## config.mk

```make
export PLATFORM = sky130hd
export DESIGN_NAME = music_seq_player
export DESIGN_NICKNAME = d
export VERILOG_FILES = /design/src/rtl/music_seq_player.sv
export SDC_FILE = /design/constraint.sdc
export NUM_CORES = 1
export LEC_CHECK = 0
export ABC_CLOCK_PERIOD_IN_PS = 3900
export CORE_ASPECT_RATIO = 0.7
export CORE_MARGIN = 2
export CORE_UTILIZATION = 45
export DETAILED_ROUTE_END_ITERATION = 16
export GPL_TIMING_DRIVEN = 0
export SLEW_MARGIN = 20
export SYNTH_ARGS = -nofsm -noshare
export SYNTH_HDL_FRONTEND = slang
export SYNTH_SLANG_ARGS = --single-unit
```

## constraint.sdc

```tcl
create_clock -name clk -period 3.9 [get_ports clk]
set_input_delay 0.585 -clock clk [delete_from_list [all_inputs] [get_ports clk]]
set_output_delay 0.585 -clock clk [all_outputs]
set_load 0.02 [all_outputs]
```

## src/rtl/music_seq_player.sv

```systemverilog
// music_seq_player: plays a tune stored in a writable song RAM.
//   Each song entry is {dur, note}: a 5-bit note code in [4:0] and a DUR_W-bit
//   duration in beats above it. The player walks entries 0..play_len-1 and
//   drives a square wave on audio. It can loop, and it pulses done when a
//   non-looping song ends.
// Ports:
//   clk, rst           system clock, synchronous active-high reset
//   wr_en/wr_addr/     song RAM write port, usable in any state
//   wr_data
//   play_len, loop_en  song length (1..DEPTH) and loop flag, sampled on start
//   start, stop        start request (acted on only when idle), abort
//   audio              square-wave output
//   busy               high whenever the player is not idle
//   done               one-cycle pulse at the natural end of a non-looping song
//   cur_idx            index of the entry being played
module music_seq_player #(
    parameter int unsigned CLK_HZ   = 50_000_000,
    parameter int unsigned TEMPO_HZ = 4,
    parameter int unsigned DEPTH    = 64,
    parameter int unsigned DUR_W    = 4,
    localparam int unsigned AW      = $clog2(DEPTH)
) (
    input  logic                 clk,
    input  logic                 rst,
    input  logic                 wr_en,
    input  logic [AW-1:0]        wr_addr,
    input  logic [5+DUR_W-1:0]   wr_data,
    input  logic [AW:0]          play_len,
    input  logic                 loop_en,
    input  logic                 start,
    input  logic                 stop,
    output logic                 audio,
    output logic                 busy,
    output logic                 done,
    output logic [AW-1:0]        cur_idx
);

    localparam int unsigned BEAT_DIV = CLK_HZ / TEMPO_HZ;
    localparam int unsigned BW       = $clog2(BEAT_DIV + 1);
    // The lowest pitch (262 Hz) has the longest half period.
    localparam int unsigned TW       = $clog2(CLK_HZ / (2 * 262) + 1);

    function automatic int unsigned freq_hz(input int unsigned n);
        case (n)
            1:  freq_hz = 262;
            2:  freq_hz = 294;
            3:  freq_hz = 330;
            4:  freq_hz = 349;
            5:  freq_hz = 392;
            6:  freq_hz = 440;
            7:  freq_hz = 494;
            8:  freq_hz = 523;
            9:  freq_hz = 587;
            10: freq_hz = 659;
            11: freq_hz = 698;
            12: freq_hz = 784;
            13: freq_hz = 880;
            14: freq_hz = 988;
            15: freq_hz = 1047;
            16: freq_hz = 1175;
            17: freq_hz = 1319;
            18: freq_hz = 1397;
            19: freq_hz = 1568;
            20: freq_hz = 1760;
            21: freq_hz = 1976;
            default: freq_hz = 0;
        endcase
    endfunction

    // Zero half period marks a rest.
    function automatic int unsigned half_const(input int unsigned f);
        if (f == 0) return 0;
        return CLK_HZ / (2 * f);
    endfunction

    logic [TW-1:0] half_tab [32];

    for (genvar g = 0; g < 32; g++) begin : g_half
        assign half_tab[g] = TW'(half_const(freq_hz(g)));
    end

    // Song RAM: synchronous write, registered read of the current index.
    logic [5+DUR_W-1:0] mem [DEPTH];
    logic [5+DUR_W-1:0] rd_data;

    always_ff @(posedge clk) begin
        if (wr_en)
            mem[wr_addr] <= wr_data;
        rd_data <= mem[cur_idx];
    end

    typedef enum logic [1:0] {IDLE, RD, LAT, PLAY} state_t;

    state_t             state;
    logic [AW:0]        len_q;
    logic               loop_q;
    logic [TW-1:0]      half_q;
    logic [TW-1:0]      tone_cnt;
    logic [BW-1:0]      beat_cnt;
    logic [DUR_W-1:0]   beats_left;

    logic               start_ok;
    logic               last_entry;
    logic [DUR_W-1:0]   rd_dur;

    always_comb begin
        start_ok   = (play_len != '0) && (play_len <= (AW+1)'(DEPTH));
        last_entry = ({1'b0, cur_idx} == len_q - (AW+1)'(1));
        rd_dur     = rd_data[5 +: DUR_W];
    end

    always_ff @(posedge clk) begin
        if (rst) begin
            state      <= IDLE;
            audio      <= 1'b0;
            busy       <= 1'b0;
            done       <= 1'b0;
            cur_idx    <= '0;
            len_q      <= '0;
            loop_q     <= 1'b0;
            half_q     <= '0;
            tone_cnt   <= '0;
            beat_cnt   <= '0;
            beats_left <= '0;
        end else begin
            done <= 1'b0;
            if (stop) begin
                state <= IDLE;
                audio <= 1'b0;
                busy  <= 1'b0;
            end else begin
                case (state)
                    IDLE: begin
                        audio <= 1'b0;
                        if (start && start_ok) begin
                            len_q   <= play_len;
                            loop_q  <= loop_en;
                            cur_idx <= '0;
                            busy    <= 1'b1;
                            state   <= RD;
                        end
                    end
                    RD: begin
                        state <= LAT;
                    end
                    LAT: begin
                        half_q     <= half_tab[rd_data[4:0]];
                        beats_left <= (rd_dur == '0) ? DUR_W'(1) : rd_dur;
                        tone_cnt   <= '0;
                        beat_cnt   <= '0;
                        audio      <= 1'b0;
                        state      <= PLAY;
                    end
                    PLAY: begin
                        if (half_q == '0) begin
                            audio <= 1'b0;
                        end else if (tone_cnt == half_q - TW'(1)) begin
                            tone_cnt <= '0;
                            audio    <= ~audio;
                        end else begin
                            tone_cnt <= tone_cnt + TW'(1);
                        end

                        if (beat_cnt == BW'(BEAT_DIV - 1)) begin
                            beat_cnt <= '0;
                            if (beats_left == DUR_W'(1)) begin
                                // Note over: silence the pin through RD/LAT
                                // of the next entry, overriding any toggle.
                                audio <= 1'b0;
                                if (!last_entry) begin
                                    cur_idx <= cur_idx + AW'(1);
                                    state   <= RD;
                                end else if (loop_q) begin
                                    cur_idx <= '0;
                                    state   <= RD;
                                end else begin
                                    busy  <= 1'b0;
                                    done  <= 1'b1;
                                    state <= IDLE;
                                end
                            end else begin
                                beats_left <= beats_left - DUR_W'(1);
                            end
                        end else begin
                            beat_cnt <= beat_cnt + BW'(1);
                        end
                    end
                    default: state <= IDLE;
                endcase
            end
        end
    end

endmodule
```

======== Yosys cells after proc, flatten, opt, wreduce, memory -nomap -nowiden ========
Memories as Yosys holds them, arrays and structs flattened. A register that Yosys moved wholly into a read port is not among the register bits.
Cells that the tools add are included.
word-level totals
  bits in read-only memories .............. 544
  memory bits (writable) .................. 576
  word-level logic and storage cells ...... 96
  register bits ........................... 64
  memories ................................ 2
  input bits .............................. 28
memory list
  memory            depth  bits a word  rd ports  clocked after memory_dff  wr ports  line  text
  mem               64     9            1         1                         1         83    logic [5+DUR_W-1:0] mem [DEPTH];
  (name not given)  32     17           1         1                         0         147   half_q <= half_tab[rd_data[4:0]];
cells by class
  muxes and demuxes ....................... 35
  $lt $le $gt $ge ......................... 1
  equal/unequal tests ..................... 15
  add/subtract/negate cells ............... 6
  bitwise gates (word level) .............. 7
  reductions and logical operators ........ 20
operators with widths
  operator                                            number
  one-hot mux 24 bit (2 select lines)                 1
  two-way mux 17 bit                                  2
  one-hot mux 17 bit (2 select lines)                 1
  two-way mux 6 bit                                   5
  adder 24 x 1 -> 24 bit, second input constant       1
  equality test 24 bit, second input constant         1
  two-way mux 24 bit                                  1
  adder 17 x 1 -> 17 bit, second input constant       1
  equality test 17 bit                                1
  zero test 17 bit                                    1
  subtractor 17 x 1 -> 17 bit, second input constant  1
  two-way mux 1 bit                                   14
  inequality test 2 bit, second input constant        7
  two-way mux 4 bit                                   3
  one-hot mux 6 bit (2 select lines)                  1
  AND reduction 6 bit                                 2
  AND reduction 3 bit                                 3
  one-hot mux 2 bit (4 select lines)                  1
  one-hot mux 4 bit (2 select lines)                  1
  equality test 6 x 7 -> 1 bit                        1
  <= comparator 7 bit, second input constant          1
  nonzero test 7 bit                                  1
  subtractor 7 x 1 -> 7 bit, second input constant    1
  adder 6 x 1 -> 6 bit, second input constant         1
  other kinds (17)                                    31

======== Logic depth before layout (Yosys ltp) ========
Gate-level depths: netlist (run 1).
  depth after elaboration ................. 7
  depth in mapped cells ................... 11
  mapped depth without buffers ............ 9

======== Least setup slack after synthesis (run 1) ========
Ideal clock, no wire load.
  kind .................................... register -> register
  start ................................... register cur_idx[0]
  end ..................................... register rd_data[0], read port of mem
  setup slack ............................. 1.126 ns
  buffers on the path ..................... 3
  arrival time ............................ 2.640 ns
  cell stages (with the launch flop) ...... 7
  period minus slack after synthesis ...... 2.774 ns
  path through ............................ dfxtp_1 -> clkbuf_1 -> buf_2 -> buf_2 -> mux4_2 -> mux4_2 -> mux4_2
RTL lines
  what                    line  text
  start, declared         35    output logic [AW-1:0] cur_idx
  start signal, assigned  171   cur_idx <= cur_idx + AW'(1);
  end, declared           84    logic [5+DUR_W-1:0] rd_data;

==> metrics, run 1 <==
critical path launch point type=register; Yosys reg bits=666; final period utilization=0.959; Pre-antenna DRT Iters=5; Synth Area in Simple Gates=0.0684; cell mode on critical path=mux4_2; main combinational cell family by area after synthesis=multiplexers; Switching Power=roughly 2.9 mW; post-synth net total=roughly 1600; drt via density=slightly below 6; first-pass GRT wire length=a little under 100000 um; IO Port Bufs=32; Critical Path AT=4200 ps; Syn. warnings=0; adder-cell area share of the yosys netlist=0.00910; I/O pin cnt=37; Clk network pwr share=0.436; Slew Limit Fails=0; final setup fails=0; nets=roughly 1700; CTS tree=yes; Slew @ Worst Pin=around 1100 ps; sequential share of power=0.543; post-route ant nets=0; register area share after synthesis=0.694; CP endpoint kind=register; antenna violations before repair=1; post-cts sizing count=0; LEAKAGE=9.57 nW; antenna cell count=0; routed wire length=between 60000 and 70000 um; Crit path largest cell delay=850 ps; Synth Area in Compound Gates=0.0323; reg2reg path depth=5; achievable frequency=approximately 270 MHz; mux cell area share after synthesis=0.161; Post-synth EDFFs=approximately 580; std cell rows=75; Clock transition at path regs=roughly 60 ps; gp weighted congestion=0.856; Routed wire per std cell=approximately 26 um; CTS Sinks=about 670; kind of critical path=reg2reg; CTS Buf Count=66; vias in the first global route=roughly 15000; share of layout cells above drive strength 1=0.183; worst hold path type=in2reg; Synth Flop Type=edfxtp_1; Yosys top cell area share=0.629; H-tree depth=3; CTS max path bufs=3; Core ar.=~0.06 sq mm; Logic pwr share=0.021; synth top area cells=edfxtp_1, mux4_2, dfxtp_1, nor2_1, xor2_1; internal power=around 11 mW; Crit path required time=about 4400 ps; Synth cell types=just under 70; routed vias=14938; outcome=completed; RSZ-0062 raised after global routing=no; setup TNS=0 ps; cells after synthesis=1583; Cell Chain, Critical Path=clkbuf_1 -> clkbuf_1 -> mux4_2 -> mux4_2 -> mux4_2; Final Critical Period=roughly 3700 ps; Global Route Usage Sum=0.213; Max-slew headroom=0.297; switching share of power=0.202; CP max stage cell=clkbuf_1; Max Cap Viol=0; detailed-route DRC error count=0; grt total ovfl=0; Worst Skew=~14 ps; cell taking the most area after synthesis=edfxtp_1; CTS Root Cell=clkbuf_16; count of final hold-check violations=0; Post-Syn Area=between 0.02 and 0.03 sq mm; maximum fanout along the worst path=10; Die Width=around 300 um; post-synthesis xor/xnor area fraction=0.0197; VDD IR-drop max=~0.28 mV; Layout fillers=4856; DIE HEIGHT=211 um; ys async rst share=0; largest net degree at the start of global routing=65; Worst Hold Path Cells=1; PD cells=between 400 and 500 mW/mm^2; Final Util=0.515; drt initial violations=~1600; Initial Util=0.457; hold buffers post-CTS=0; hpwl dp=about 44000 um; Avg Cell Area, Syn=between 15 and 20 sq um; Setup Buffers After CTS=0; area grow syn2layout=12.5%; clk_lat worst skew=600 ps; die area=around 0.063 sq mm
## state kept, by name, indices dropped and copies added, names as in the netlist, 2 cells and up
| signal | cells |
|---|---|
| mem | 576 |
| beat_cnt | 24 |
| cur_idx | 6 |
| rd_data | 9 |
| len_q | 7 |
| half_q | 17 |
| state | 2 |
| tone_cnt | 17 |
| beats_left | 4 |
## routing by layer
| layer | GRT usage | up-vias | part of all wire |
|---|---|---|---|
| met5 | 0 | - | 0 |
| met4 | 0.0426 | 0 | 0.014 |
| met3 | 0.0444 | 83 | 0.075 |
| met2 | 0.300 | 529 | 0.43 |
| met1 | 0.342 | 7804 | 0.48 |
| li1 | - | 6522 | - |
## cell usage after synthesis, drive strengths merged, types with 5 or more instances
| library cell | count |
|---|---|
| edfxtp | 576 |
| mux4 | 190 |
| nor2 | 176 |
| dfxtp | 90 |
| clkbuf | 65 |
| nand2 | 49 |
| a21oi | 43 |
| xor2 | 35 |
| o21ai | 33 |
| nand3 | 32 |
| xnor2 | 27 |
| nor3 | 25 |
| buf | 22 |
| ha | 20 |
| and3 | 19 |
| inv | 17 |
| mux2i | 15 |
| nor4 | 12 |
| nand4 | 11 |
| nand2b | 10 |
| nand3b | 8 |
| nor2b | 7 |
| or3 | 7 |
| a211oi | 6 |
| and4 | 6 |
| o211ai | 5 |
| o221ai | 5 |
## path summary, 6_finish.rpt
kind                            slack (ps)       start    endpoint
worst max-delay path                   160  cur_idx[1]  rd_data[4]
worst min-delay path                   460  wr_data[0]  mem[26][0]
worst max register to register         160  cur_idx[1]  rd_data[4]
worst min register to register         520      loop_q      loop_q
## critical path: cells and delay by family (launching register included)
family,cells,cell delay (ps)
buffers and inverters,2,1560
DFF,1,510
muxes,3,1510
## placed cells by master (no fill, tap or decap), types with 19 or more instances in the layout
cell             instances
clkbuf_16               68
and3_1                  19
edfxtp_1               576
nor2_1                 174
nand2_1                 49
a21oi_1                 43
mux4_2                 190
nand3_1                 32
o21ai_0                 32
clkbuf_1                82
xnor2_1                 27
xor2_1                  35
ha_1                    20
nor3_1                  25
dfxtp_1                 90
clkdlybuf4s50_1         23
## cells by family after synthesis
logic type / after synthesis
compound gates: 138
simple gates: 387
flops: 666
mux: 205
buf+inv: 105
fa+ha+maj: 20
xor+xnor: 62
## power by group through the flow
stage                     clock network, mW  registers [mW]  logic, mW
after floorplan                           0            7.94      0.117
after global placement                    0            7.96      0.289
after detailed placement                  0            7.95      0.306
after CTS                              6.38            7.79      0.306
after global routing                   6.65            7.79      0.330
final                                  6.26            7.79      0.305
## per-stage QoR
| stage | setup WS (ps) | hold WS [ps] | std cells | cell area (sq um) | total power, mW |
|---|---|---|---|---|---|
| global route | 65.6 | 465 | 2541 | 31000 | 14.8 |
| CTS | 166 | 442 | 2541 | 30900 | 14.5 |
| global placement | 206 | 491 | 2423 | 28800 | 8.25 |
| finish | 161 | 465 | 2541 | 31000 | 14.4 |
| detailed placement | 169 | 510 | 2426 | 28900 | 8.25 |
| floorplan | 1130 | 470 | 1583 | 27500 | 8.06 |
## layout make-up
cell class              count  area (sq um)  area share
flip-flops and latches    666         19100       0.617
clock buffers              85          1770      0.0570
repair buffers             35           350      0.0113
inverters                  18          67.6     0.00218
plain buffers              87           348      0.0112
multi-input cells         812          7990       0.258
clock inverters            30           318      0.0103
well taps                 808          1010      0.0327
No activity file was read; power rests on OpenSTA's default activity.
==> run 2: changes to the inputs <==
ABC_CLOCK_PERIOD_IN_PS = 4400   (was 3900)
MAX_ROUTING_LAYER = met4   (was not set)
clock period = 4.4 ns   (was 3.9 ns; I/O delays follow)
==> metrics, run 2 (synthesized netlist as in run 1, its figures left out) <==
outcome=completed; Worst Skew=42.9 ps; worst flop-to-flop path endpoint=rd_data[8]; Min-Delay Startpoint=beat_cnt[13]; detailed-route DRC error count=0; Pre-antenna DRT Iters=6; CTS Buf Count=~60; Die Width=roughly 300 um; grt met3 use=0.0589; Pwr Total=12.4 mW; DIE HEIGHT=211 um; CTS Root Cell=clkbuf_16; LEAKAGE=9.49 nW; Core ar.=around 0.06 sq mm; cell mode on critical path=mux4_2; Largest regs=mem: 576 flops, beat_cnt: 24 flops; Min-Delay Endpoint=beat_cnt[13]; met1 Use GR=0.330; Max Cap Viol=0; post-cts sizing count=0; Crit path required time=~4900 ps; I/O pin cnt=37; Crit path largest cell delay=roughly 900 ps; final period utilization=0.869; routed wire length=approximately 66000 um; Layout Cells excl Fill=around 2500; layer with the highest usage=met1; largest net degree at the start of global routing=65; grt total ovfl=0; post-route ant nets=0; antenna violations before repair=2; Max-slew headroom=0.267; first-pass GRT wire length=98100 um; most common cell after layout, fill and taps aside=edfxtp_1; CP endpoint kind=register; Top reg by flops=mem; H-tree depth=2; count of final hold-check violations=0; Clock transition at path regs=70 ps; setup ws final=a little under 600 ps; Setup Buffers After CTS=0; hpwl dp=around 44000 um; Global Route Usage Sum=0.220; pre-CTS WS=about 740 ps; most frequent cells in the layout=edfxtp_1, mux4_2, nor2_1; Critical R2R Launch=cur_idx[1]; achievable frequency=around 260 MHz; die area=around 0.063 sq mm; CTS max path bufs=3; flop-to-flop setup slack=580 ps; RSZ-0062 raised after global routing=no; IO Port Bufs=32; Cell Chain, Critical Path=clkbuf_1 -> clkbuf_1 -> mux4_2 -> mux4_2 -> mux4_2; CP max stage cell=clkbuf_1; routed vias=between 15000 and 20000; Initial Util=0.457; CTS tree=yes; Slew Limit Fails=0; Critical Path AT=4290 ps; std cell rows=75; maximum fanout along the worst path=10; clk_lat worst skew=~640 ps; final setup fails=0; worst hold path type=reg2reg; drt via density=5.91; gp weighted congestion=0.856; share of layout cells above drive strength 1=0.179; drt initial violations=between 1500 and 2000; Final Critical Period=about 3800 ps; Worst Hold Path Cells=2; met2 GRT Util=0.301; kind of critical path=reg2reg; Slew @ Worst Pin=~1100 ps; dpl cells=between 2000 and 2500; Final Util=0.512; hold buffers post-CTS=0; critical path launch point type=register; Routed wire per std cell=roughly 26 um; area grow syn2layout=12.0%; reg2reg path depth=5; nets=about 1700; max FFs per register=576; vias in the first global route=roughly 15000; PD cells=around 400 mW/mm^2; setup TNS=0 ps; CTS Sinks=666; VDD IR-drop max=around 0.31 mV
[run 2: how the worst max path moves through the flow]
| stage | from | to | slack [ps] | cells after the start |
|---|---|---|---|---|
| 2_1_floorplan | cur_idx[0] | rd_data[0] | 1630 | 6 |
| 3_3_place_gp | cur_idx[1] | rd_data[4] | 790 | 5 |
| 3_5_place_dp | cur_idx[1] | rd_data[3] | 740 | 5 |
| 4_1_cts | cur_idx[1] | rd_data[3] | 700 | 5 |
| 5_1_grt | cur_idx[1] | rd_data[4] | 530 | 5 |
| 6_report | cur_idx[1] | rd_data[8] | 580 | 5 |
[run 2: worst max-delay path: cells and delay by family (launching register included)]
| kind | cells | cell delay [ps] |
|---|---|---|
| buf+inv | 2 | 1620 |
| mux | 3 | 1530 |
| flops | 1 | 490 |
[run 2: metal layers]
| metal | up-vias | part of all wire | routed length, um |
|---|---|---|---|
| met5 | - | 0 | 0 |
| met4 | 0 | 0.019 | 1230 |
| met3 | 95 | 0.090 | 5960 |
| met2 | 539 | 0.43 | 28600 |
| met1 | 7850 | 0.46 | 30500 |
| li1 | 6529 | - | - |
[run 2: report_power, final]
part	total, mW	internal (mW)	switching (mW)
Sequential	6.91	6.89	0.0131
Combinational	0.267	0.0679	0.199
Clock	5.23	2.91	2.32
Total	12.4	9.87	2.53
[run 2: layout make-up]
cell class / count / area (sq um)
Buffer: 87 / 348
Clock buffer: 80 / 1670
Clock inverter: 34 / 294
Sequential cell: 666 / 19100
Tap cell: 808 / 1010
Inverter: 18 / 67.6
Antenna cell: 1 / 2.50
Timing Repair Buffer: 33 / 315
Fill cell: 4863 / 29400
Multi-Input combinational cell: 812 / 7990
[run 2: metrics by stage]
stage	hold WS [ps]	cell area (sq um)
final	513	30800
after detailed placement	497	28800
after global routing	503	30800
after floorplan	470	27500
after CTS	480	30800
after global placement	491	28800
==> run 3: changes to the inputs <==
CORE_ASPECT_RATIO = 0.8   (was 0.7)
==> metrics, run 3 (synthesized netlist as in run 1, its figures left out) <==
outcome=completed; critical path launch point type=register; Critical Path AT=between 4000 and 5000 ps; Clock transition at path regs=approximately 70 ps; Setup Buffers After CTS=0; RSZ-0062 raised after global routing=no; first-pass GRT wire length=a little under 100000 um; routed vias=15083; switching share of power=0.202; Clk network pwr share=0.443; Final Critical Period=approximately 3600 ps; LEAKAGE=9.60 nW; grt total ovfl=0; detailed-route DRC error count=0; hpwl dp=~44000 um; gp weighted congestion=approximately 0.86; drt via density=5.98; Initial Util=0.452; Slew @ Worst Pin=around 1200 ps; share of layout cells above drive strength 1=0.185; nets=between 1500 and 2000; hold buffers post-CTS=0; Global Route Usage Sum=0.222; clk_lat worst skew=just over 600 ps; CTS max path bufs=3; CP top delay family=multiplexers; setup TNS=0 ps; internal power=about 10 mW; achievable frequency=about 280 MHz; VDD IR-drop max=0.295 mV; Worst Skew=22.6 ps; Layout Cells excl Fill=approximately 2500; Largest regs=mem: 576 flops, beat_cnt: 24 flops; post-cts sizing count=0; area grow syn2layout=12.7%; vias in the first global route=about 15000; H-tree depth=3; Max-slew headroom=0.218; maximum fanout along the worst path=10; cell mode on critical path=mux4_2; final period utilization=0.825; CP max stage cell=clkbuf_1; Switching Power=roughly 2.6 mW; CTS Root Cell=clkbuf_16; worst hold path type=reg2reg; CTS Sinks=~670; Slew Limit Fails=0; std cell rows=81; max FFs per register=around 580; drt initial violations=roughly 1800; Top reg by flops=mem; IO Port Bufs=32; final setup fails=0; PD cells=between 400 and 500 mW/mm^2; kind of critical path=reg2reg; Pre-antenna DRT Iters=5; I/O pin cnt=37; Logic pwr share=0.021; routed wire length=66600 um; post-route ant nets=0; most common cell after layout, fill and taps aside=edfxtp_1; Crit path largest cell delay=roughly 730 ps; DIE HEIGHT=roughly 230 um; dpl cells=between 2000 and 2500; CTS tree=yes; CTS Buf Count=66; Max Cap Viol=0; largest net degree at the start of global routing=65; Crit path required time=roughly 5000 ps; Routed wire per std cell=between 20 and 30 um; CP endpoint kind=register; Core ar.=roughly 0.061 sq mm; antenna cell count=0; count of final hold-check violations=0; antenna violations before repair=1; Cell Chain, Critical Path=clkbuf_1 -> clkbuf_1 -> mux4_2 -> mux4_2 -> mux4_2; sequential share of power=0.536; die area=~0.063 sq mm; Crit path buffers/inverters=2; Die Width=approximately 280 um; Final Util=0.510; most frequent cells in the layout=edfxtp_1, mux4_2, nor2_1
## run 3: cell count changes in the layout (fill, tap and decap cells not counted), moves of 2 or more
cell and change:
inv_6 +2, clkbuf_16 +6, clkbuf_8 -2, bufinv_16 +3, clkinv_1 -6, clkbuf_1 -2
## run 3: power by group through the flow
stage                     Sequential (mW)  Clock [mW]  Combinational, mW
after floorplan                      7.04           0              0.104
after global placement               7.06           0              0.258
after detailed placement             7.04           0              0.271
after CTS                            6.91        5.81              0.271
after global routing                 6.91        6.03              0.292
final                                6.91        5.70              0.269
## run 3: cell type report
cell class                 instances  area [sq um]
timing repair buffer              34           333
tap                              788           986
inverter                          18          67.6
sequential                       666         19100
clock inverter                    33           377
multi-input combinational        812          8000
fill                            4930         29800
clock buffer                      83          1790
buffer                            87           348
## run 3: path summary, 6_finish.rpt
check	depth (start not counted)	start	slack, ps	endpoint
worst max-delay path	5	cur_idx[1]	770	rd_data[2]
worst min-delay path	2	beats_left[2]	520	beats_left[2]
worst max register to register	5	cur_idx[1]	770	rd_data[2]
worst min register to register	2	beats_left[2]	520	beats_left[2]
## run 3: per-layer routing
layer / up-vias / routed length, um / track usage
met3: 75 / 4810 / 0.0369
met1: 7916 / 30200 / 0.332
met5: - / 0 / -
met4: 0 / 888 / 0.0402
li1: 6544 / - / -
met2: 548 / 30700 / 0.326
## run 3: worst register-to-register path: cells and delay by family, from the launching register on
family / cells / cell delay (ps)
DFF: 1 / 480
muxes: 3 / 1570
buffers and inverters: 2 / 1450
## run 3: through the flow
stage	total power, mW	setup WS, ps	hold slack [ps]	cell area [sq um]
finish	12.9	770	516	31000
global route	13.2	688	532	31000
CTS	13.0	725	512	31000
detailed placement	7.31	770	504	28800
global placement	7.31	765	491	28800
floorplan	7.14	1630	470	27500
